===== config.mk =====
export PLATFORM = sky130hd
export DESIGN_NAME = vc_push_cond
export DESIGN_NICKNAME = d
export VERILOG_FILES = /design/src/rtl/vc_push_cond.sv
export SDC_FILE = /design/constraint.sdc
export NUM_CORES = 1
export LEC_CHECK = 0
export ABC_AREA = 1
export BUFFER_PORTS_ARGS = -buffer_cell sky130_fd_sc_hd__buf_2
export CORE_AREA = 8 8 62 48
export DETAILED_ROUTE_END_ITERATION = 7
export DIE_AREA = 0 0 70 56
export GPL_TIMING_DRIVEN = 0
export PLACE_DENSITY_LB_ADDON = 0.1
export SYNTH_ARGS = -nofsm -noshare
export SYNTH_HDL_FRONTEND = slang
export SYNTH_SLANG_ARGS = --single-unit

===== constraint.sdc =====
create_clock -name clk -period 2.5 [get_ports clk]
set_input_delay 0.5 -clock clk [delete_from_list [all_inputs] [get_ports clk]]
set_output_delay 0.5 -clock clk [all_outputs]
set_load 0.03 [all_outputs]

===== src/rtl/vc_push_cond.sv =====
// vc_push_cond: write-side controller for the two virtual-channel FIFOs.
// A one-entry hold stage takes packets from a valid/ready stream. The class
// bit (MSB) of each packet selects VC0 or VC1. The held packet is pushed into
// its channel when that channel has room. The block keeps an occupancy count
// per channel from its own writes and the reader's pops, and decodes from
// those counts the empty, full and almost-full flags that the pop side uses.
module vc_push_cond #(
    parameter int DATA_W    = 6,
    parameter int DEPTH     = 4,
    parameter int AF_THRESH = 3,
    parameter int CNT_W     = 3
) (
    input  logic              clk,
    input  logic              reset_L,
    input  logic              in_valid,
    input  logic [DATA_W-1:0] in_data,
    output logic              in_ready,
    output logic              VC0_wr,
    output logic              VC1_wr,
    output logic [DATA_W-1:0] vc_data,
    input  logic              VC0_rd,
    input  logic              VC1_rd,
    output logic              VC0_empty,
    output logic              VC1_empty,
    output logic              VC0_full,
    output logic              VC1_full,
    output logic              VC0_almost_full,
    output logic              VC1_almost_full,
    output logic [CNT_W-1:0]  VC0_count,
    output logic [CNT_W-1:0]  VC1_count,
    output logic              err_underflow
);

    localparam logic [CNT_W-1:0] DEPTH_C = CNT_W'(DEPTH);
    localparam logic [CNT_W-1:0] AF_C    = CNT_W'(AF_THRESH);

    typedef enum logic [1:0] {
        ST_EMPTY   = 2'd0,  // nothing held
        ST_LOADED  = 2'd1,  // packet held, target channel has room
        ST_BLOCKED = 2'd2   // packet held, target channel full
    } state_e;

    state_e            state_q, state_d;
    logic [DATA_W-1:0] hold_data_q;
    logic [CNT_W-1:0]  vc0_cnt_q, vc0_cnt_d;
    logic [CNT_W-1:0]  vc1_cnt_q, vc1_cnt_d;
    logic              err_q;

    logic hold_valid;
    logic hold_cls;
    logic new_cls;
    logic vc0_full_q, vc1_full_q;
    logic push;
    logic accept;
    logic rd_eff0, rd_eff1;

    assign hold_valid = (state_q != ST_EMPTY);
    assign hold_cls   = hold_data_q[DATA_W-1];
    assign new_cls    = in_data[DATA_W-1];

    // A write decision depends only on the registered count. A pop arriving
    // in the same cycle does not unblock the write until the next cycle.
    assign vc0_full_q = (vc0_cnt_q == DEPTH_C);
    assign vc1_full_q = (vc1_cnt_q == DEPTH_C);

    // A pop on an empty channel is ignored so that the counters never wrap.
    assign rd_eff0 = VC0_rd && (vc0_cnt_q != '0);
    assign rd_eff1 = VC1_rd && (vc1_cnt_q != '0);

    // Output decode: push strobes, upstream ready and accept.
    always_comb begin
        // NOTE: give every signal assigned in always_comb a default first so
        // that no path leaves it unassigned and no latch is inferred.
        push     = 1'b0;
        VC0_wr   = 1'b0;
        VC1_wr   = 1'b0;
        in_ready = 1'b1;
        if (hold_valid) begin
            push     = hold_cls ? !vc1_full_q : !vc0_full_q;
            VC0_wr   = push && !hold_cls;
            VC1_wr   = push &&  hold_cls;
            in_ready = push;
        end
        accept = in_valid && in_ready;
    end

    // Next occupancy: add this block's write, subtract the reader's valid pop.
    always_comb begin
        vc0_cnt_d = vc0_cnt_q + CNT_W'(VC0_wr) - CNT_W'(rd_eff0);
        vc1_cnt_d = vc1_cnt_q + CNT_W'(VC1_wr) - CNT_W'(rd_eff1);
    end

    // Next state: classify the packet held next cycle against its channel's next count.
    always_comb begin
        state_d = state_q;
        if (accept) begin
            if (new_cls ? (vc1_cnt_d == DEPTH_C) : (vc0_cnt_d == DEPTH_C))
                state_d = ST_BLOCKED;
            else
                state_d = ST_LOADED;
        end else if (push) begin
            state_d = ST_EMPTY;
        end else if (hold_valid) begin
            if (hold_cls ? (vc1_cnt_d == DEPTH_C) : (vc0_cnt_d == DEPTH_C))
                state_d = ST_BLOCKED;
            else
                state_d = ST_LOADED;
        end
    end

    // State, hold register, counters and sticky underflow flag.
    always_ff @(posedge clk or negedge reset_L) begin
        // NOTE: sequential state uses non-blocking (<=) assignments so that
        // every register samples values from before the edge, whatever order
        // the statements appear in.
        if (!reset_L) begin
            state_q     <= ST_EMPTY;
            hold_data_q <= '0;
            vc0_cnt_q   <= '0;
            vc1_cnt_q   <= '0;
            err_q       <= 1'b0;
        end else begin
            state_q   <= state_d;
            vc0_cnt_q <= vc0_cnt_d;
            vc1_cnt_q <= vc1_cnt_d;
            if (accept)
                hold_data_q <= in_data;
            if ((VC0_rd && vc0_cnt_q == '0) || (VC1_rd && vc1_cnt_q == '0))
                err_q <= 1'b1;
        end
    end

    assign vc_data         = hold_data_q;
    assign VC0_count       = vc0_cnt_q;
    assign VC1_count       = vc1_cnt_q;
    assign VC0_empty       = (vc0_cnt_q == '0);
    assign VC1_empty       = (vc1_cnt_q == '0);
    assign VC0_full        = vc0_full_q;
    assign VC1_full        = vc1_full_q;
    assign VC0_almost_full = (vc0_cnt_q >= AF_C);
    assign VC1_almost_full = (vc1_cnt_q >= AF_C);
    assign err_underflow   = err_q;

endmodule

Word-level counts from Yosys, hierarchy flattened
Index checks and enable logic that the tools add are counted.
- output and inout port bits: 22
- bits of input ports: 11
- register bits: 15
- order comparisons: 2
- add/sub/neg operators: 4
- reductions and logical operators: 17
- multiplexer cells: 12
- equality and inequality tests: 4
- operators by type and width (operator ; count):
    3-bit == test (second input constant) ; 4
    2-bit 2-to-1 mux ; 5
    3-bit nonzero test ; 3
    1-bit logical AND ; 7
    1-bit 2-to-1 mux ; 7
    3-bit by 1-bit adder with 3-bit output ; 2
    3-bit by 2-bit >= comparator with 1-bit output (second input constant) ; 2
    3-bit logical NOT ; 2
    3-bit by 1-bit subtractor with 3-bit output ; 2
    1-bit logical NOT ; 3
    2-bit nonzero test ; 1
    1-bit logical OR ; 1

Longest topological paths before layout
- depth in word-level cells: 13
- gate-level depth with buffers: 14
- gate-level depth less buffers: 14

Least setup slack after synthesis
OpenSTA, ideal clock, no wires.
- path type: reg-to-reg
- start point: reg vc1_cnt_q[1] (netlist: VC1_count[1])
- end point: reg state_q[1]
- arrival: 2949 ps
- path buffers: 0
- clock period less this slack: 3017 ps
- stages on the path, launching flop included: 14
- setup slack: -517 ps
- cells stage by stage: dfrtp_1 > nor3_1 > nor2_1 > ha_1 > inv_1 > ha_1 > fa_1 > nor2_1 > nand4_1 > nand2_1 > nand2_1 > nand2_1 > nand2_1 > nor2_2
- cells in the longest elaborated chain, start to end: 13
- elaborated cells between the ends (all ways): 26
- those cells by class: 4 x add/sub; 3 x eq/ne; 12 x mux; 7 x reduce/logical
- ends and longest elaborated chain (item ; RTL line ; RTL):
    from (decl) ; 46 ; logic [CNT_W-1:0] vc1_cnt_q, vc1_cnt_d;
    from (signal assigned) ; 125 ; vc1_cnt_q <= vc1_cnt_d;
    3-bit == test ; 64 ; assign vc1_full_q = (vc1_cnt_q == DEPTH_C);
    1-bit logical NOT ; 79 ; push = hold_cls ? !vc1_full_q : !vc0_full_q;
    1-bit 2-to-1 mux ; 79 ;
    1-bit logical AND ; 81 ; VC1_wr = push && hold_cls;
    1-bit 2-to-1 mux ; 78 ; if (hold_valid) begin
    3-bit by 1-bit adder with 3-bit output ; 90 ; vc1_cnt_d = vc1_cnt_q + CNT_W'(VC1_wr) - CNT_W'(rd_eff1);
    3-bit by 1-bit subtractor with 3-bit output * ; 90 ;
    net vc1_cnt_d[1] ; 46 ;
    3-bit == test * ; 97, 104 ;
    1-bit 2-to-1 mux ; 104 ; if (hold_cls ? (vc1_cnt_d == DEPTH_C) : (vc0_cnt_d == DEPTH_C))
    2-bit 2-to-1 mux ; 104 ;
    2-bit 2-to-1 mux ; 103 ; end else if (hold_valid) begin
    2-bit 2-to-1 mux ; 101 ; end else if (push) begin
    2-bit 2-to-1 mux * ; 96 ; if (accept) begin
    to (signal assigned) ; 123 ; state_q <= state_d;
    to (decl) ; 43 ; state_e state_q, state_d;
Mark *: on every way through the listed nets, which the timed path passes. The rest lies on a longest branch. The select of a mux whose other input is x is not followed.
A chain may end at the register's enable or synchronous reset.

Final worst setup path
- start point: reg vc0_cnt_q[0] (netlist: VC0_count[0])
- end point: reg state_q[1]
- cells in the longest elaborated chain, start to end: 13
- elaborated cells between the ends (all ways): 26
- those cells by class: 4 x add/sub; 3 x eq/ne; 12 x mux; 7 x reduce/logical
- ends and longest elaborated chain (item ; RTL line ; RTL):
    from (decl) ; 45 ; logic [CNT_W-1:0] vc0_cnt_q, vc0_cnt_d;
    from (signal assigned) ; 124 ; vc0_cnt_q <= vc0_cnt_d;
    3-bit == test ; 63 ; assign vc0_full_q = (vc0_cnt_q == DEPTH_C);
    1-bit logical NOT ; 79 ;
    1-bit 2-to-1 mux ; 79 ;
    1-bit logical AND ; 80 ; VC0_wr = push && !hold_cls;
    1-bit 2-to-1 mux ; 78 ;
    3-bit by 1-bit adder with 3-bit output ; 89 ; vc0_cnt_d = vc0_cnt_q + CNT_W'(VC0_wr) - CNT_W'(rd_eff0);
    3-bit by 1-bit subtractor with 3-bit output * ; 89 ;
    net vc0_cnt_d[1] ; 45 ;
    3-bit == test * ; 97, 104 ;
    1-bit 2-to-1 mux ; 104 ;
    2-bit 2-to-1 mux ; 104 ;
    2-bit 2-to-1 mux ; 103 ;
    2-bit 2-to-1 mux ; 101 ;
    2-bit 2-to-1 mux * ; 96 ;
Marks and branches as above.

==> results.toml <==
[status]
status = "complete, no violations"

[yosys]
synth_nets = 136
netlist_area_um2 = 932
synth.distinct_cells = 21
ys_ff_latch = 15
yosysWarnings = 0
avgSynthCellArea_um2 = 7.97
yosysSeqAreaShare_pct = 40.3
synthCells = 117

[clock_network]
cts_buffer_depth = 2
clk_pin_slew_ps = 90
h-tree-depth = 1
numCtsBuffers = 3
clkSinkCount = 15
clock_latency_ps = 280
cts_root_buffer = "clkbuf_4"
tritoncts = "built"

[finish]
final_cell_mix = "32 x buf_2, 30 x nand2_1, 25 x inv_1, 11 x nand3_1, 10 x dfrtp_1"
utilization_pct = 59.5
postLayoutCellArea_um2 = 1210
final_common_cell = "buf_2"
areaGrowthSynthToFinish_pct = 29.8
num_antenna_cells = 0
drive_above_1_share_pct = 38.5
nNetsFinal = 176

[worst_setup_path]
cp_max_fo = 5
cp_cell_sequence = "nor3_4 > nor2_1 > ha_1 > inv_1 > ha_2 > fa_1 > nor2_2 > nand3_1 > nand2_1 > nand2_1 > nand3_2 > inv_1 > nor2_2"
reg2reg_depth = 13
r2r_start = "VC0_count[0]$_DFF_PN0_"
start_kind = "flop"
reg2reg_to = "state_q[1]$_DFFE_PN0P_"
cp.arrival_ps = 2570
critPathRequiredTime_ps = 2730
crit_type = "flop to flop"
r2r_slack_ps = 150
end_kind = "flop"
slowest_delay_ps = 480
cp_slowest_cell = "fa_1"

[power_and_ir_drop]
swShare_pct = 54.4
p_int_uw = 853
p_switching_mw = 1.02
power_density_nw_per_um2 = 1550
seq_power_share_pct = 24.5
clockPowerShare_pct = 7.4
finalPower_mw = 1.87
power_frac_comb_pct = 68.1
p_leak_nw = 0.711
ir_worst_vdd_mv = 1.11

[timing]
relSlewSlack_pct = 77.0
fin_crit_ps = 2350
slew_violations = 0
fin_crit_sh_pct = 93.9
rsz0062_at_grt = "true"
setup_viol = 0
finalHoldViolCount = 0
setup_slack_ps = 153
finClkSkew_ps = 5.26
tightest_slew_ps = 345
timing.fmax_ghz = 0.426

[route]
routed_wirelength_mm = 2.09
num_vias = 823
drt_iter0_markers = 28
routedWlPerCell_um = 11.6
drc = 0
drtAntennaViolNets = 0
dr.pass1.iters = 4
vias_per_cell = 4.57

[place]
finalWeightedCongestion = 0.758
placed_cell_area_um2 = 1150
hpwl_mm = 1.72
port_buffers = 31
preCtsSetupSlack_ps = 113

[floorplan]
die_area_um2 = 3920
die-height_um = 56
core_area_um2 = 2030
row_count = 14
io_pins = 33
die_w_um = 70
initial_core_util_pct = 45.9

[job]
drv_cap = 0

[grt]
overflow = 0
grt_pass1_wl_mm = 3.73
grt_pass1_vias = 835
grt_max_degree = 16
track_usage_pct = 11.3
antenna_found_initial = 0

[hold_path]
hp-class = "input port to asynchronous set/reset pin"
power groups by stage:
stage / sequential [mW] / combinational, mW / clock [mW]
final: 0.459 / 1.27 / 0.138
after global routing: 0.477 / 1.42 / 0.160
after CTS: 0.472 / 1.20 / 0.146
after detailed placement: 0.477 / 1.19 / 0
after global placement: 0.476 / 1.15 / 0
after floorplan: 0.622 / 0.736 / 0
worst max-delay path by stage:
stage | depth (start not counted) | to | from | slack, ps
2_1_floorplan | 13 | state_q[1]$_DFFE_PN0P_ | VC1_count[2]$_DFF_PN0_ | 3
3_3_place_gp | 13 | state_q[1]$_DFFE_PN0P_ | VC1_count[2]$_DFF_PN0_ | 160
4_1_cts | 13 | state_q[1]$_DFFE_PN0P_ | VC1_count[2]$_DFF_PN0_ | 90
5_1_grt | 13 | state_q[1]$_DFFE_PN0P_ | VC0_count[0]$_DFF_PN0_ | -20
6_report | 13 | state_q[1]$_DFFE_PN0P_ | VC0_count[0]$_DFF_PN0_ | 150
3_5_place_dp | 13 | state_q[1]$_DFFE_PN0P_ | VC1_count[2]$_DFF_PN0_ | 110
timing repair:
item                       in CTS  in global routing
gates resized for setup         0                  3
setup endpoints to repair       0                  1
buffers inserted                0                  4
hold buffers                    0                  0
critical path: cells and delay by family, from the launching register on:
kind,cells,cell delay [ps]
simple gates,8,810
fa+ha+maj,3,920
flops,1,450
buf+inv,2,90
cell families (layout without fill, tap and decap cells):
group                      count (synthesis)  after routing  synth area share (%)
adders and majority gates                  8              8                  12.3
buffers and inverters                     27             66                  11.0
DFF                                       15             15                  40.3
and+or+nand+nor                           63             63                  33.8
AOI/OAI and AO/OA                          4              4                  2.55
routing by layer:
layer	GRT usage, %	vias to the layer above	routed length [µm]
li1	-	438	-
met1	13.6	367	989
met2	18.3	16	985
met3	5.17	2	112
met4	1.71	0	4
met5	0	-	0
final cells by class:
| class | count | area (µm²) |
|---|---|---|
| fill | 190 | 822 |
| multi-input combinational | 75 | 484 |
| sequential | 15 | 382 |
| timing repair buffer | 35 | 185 |
| inverter | 26 | 97.6 |
| tap | 24 | 30.0 |
| clock buffer | 4 | 26.3 |
| buffer | 1 | 5.00 |
synthesized netlist by cell type:
cell type,count,area (µm²)
inv_2,1,3.75
o21ai_0,2,10.0
a21oi_2,1,8.76
nand2_1,30,113
nor2_1,6,22.5
and2_1,2,12.5
nand2_2,2,12.5
ha_1,6,75.1
nand2_8,1,20.0
nand4_1,2,12.5
fa_1,2,40.0
nor2_2,3,18.8
nand2_4,1,11.3
nand3b_1,1,7.51
nand3_1,11,55.1
nor3_1,2,10.0
dfrtp_1,15,375
buf_2,1,5.00
o21ai_1,1,5.00
nand3_2,2,20.0
inv_1,25,93.8
registers in the layout, indices dropped and copies added (netlist names):
name           flops
vc_data            6
VC0_count          3
VC1_count          3
state_q            2
err_underflow      1
per-stage QoR:
stage	hold WS [ps]	instances	setup TNS, ps
after global placement	433	172	0
after global routing	109	180	-17.1
after floorplan	204	117	0
after detailed placement	427	172	0
final	103	180	0
after CTS	120	176	0
Power figures use the tool's default switching activity.
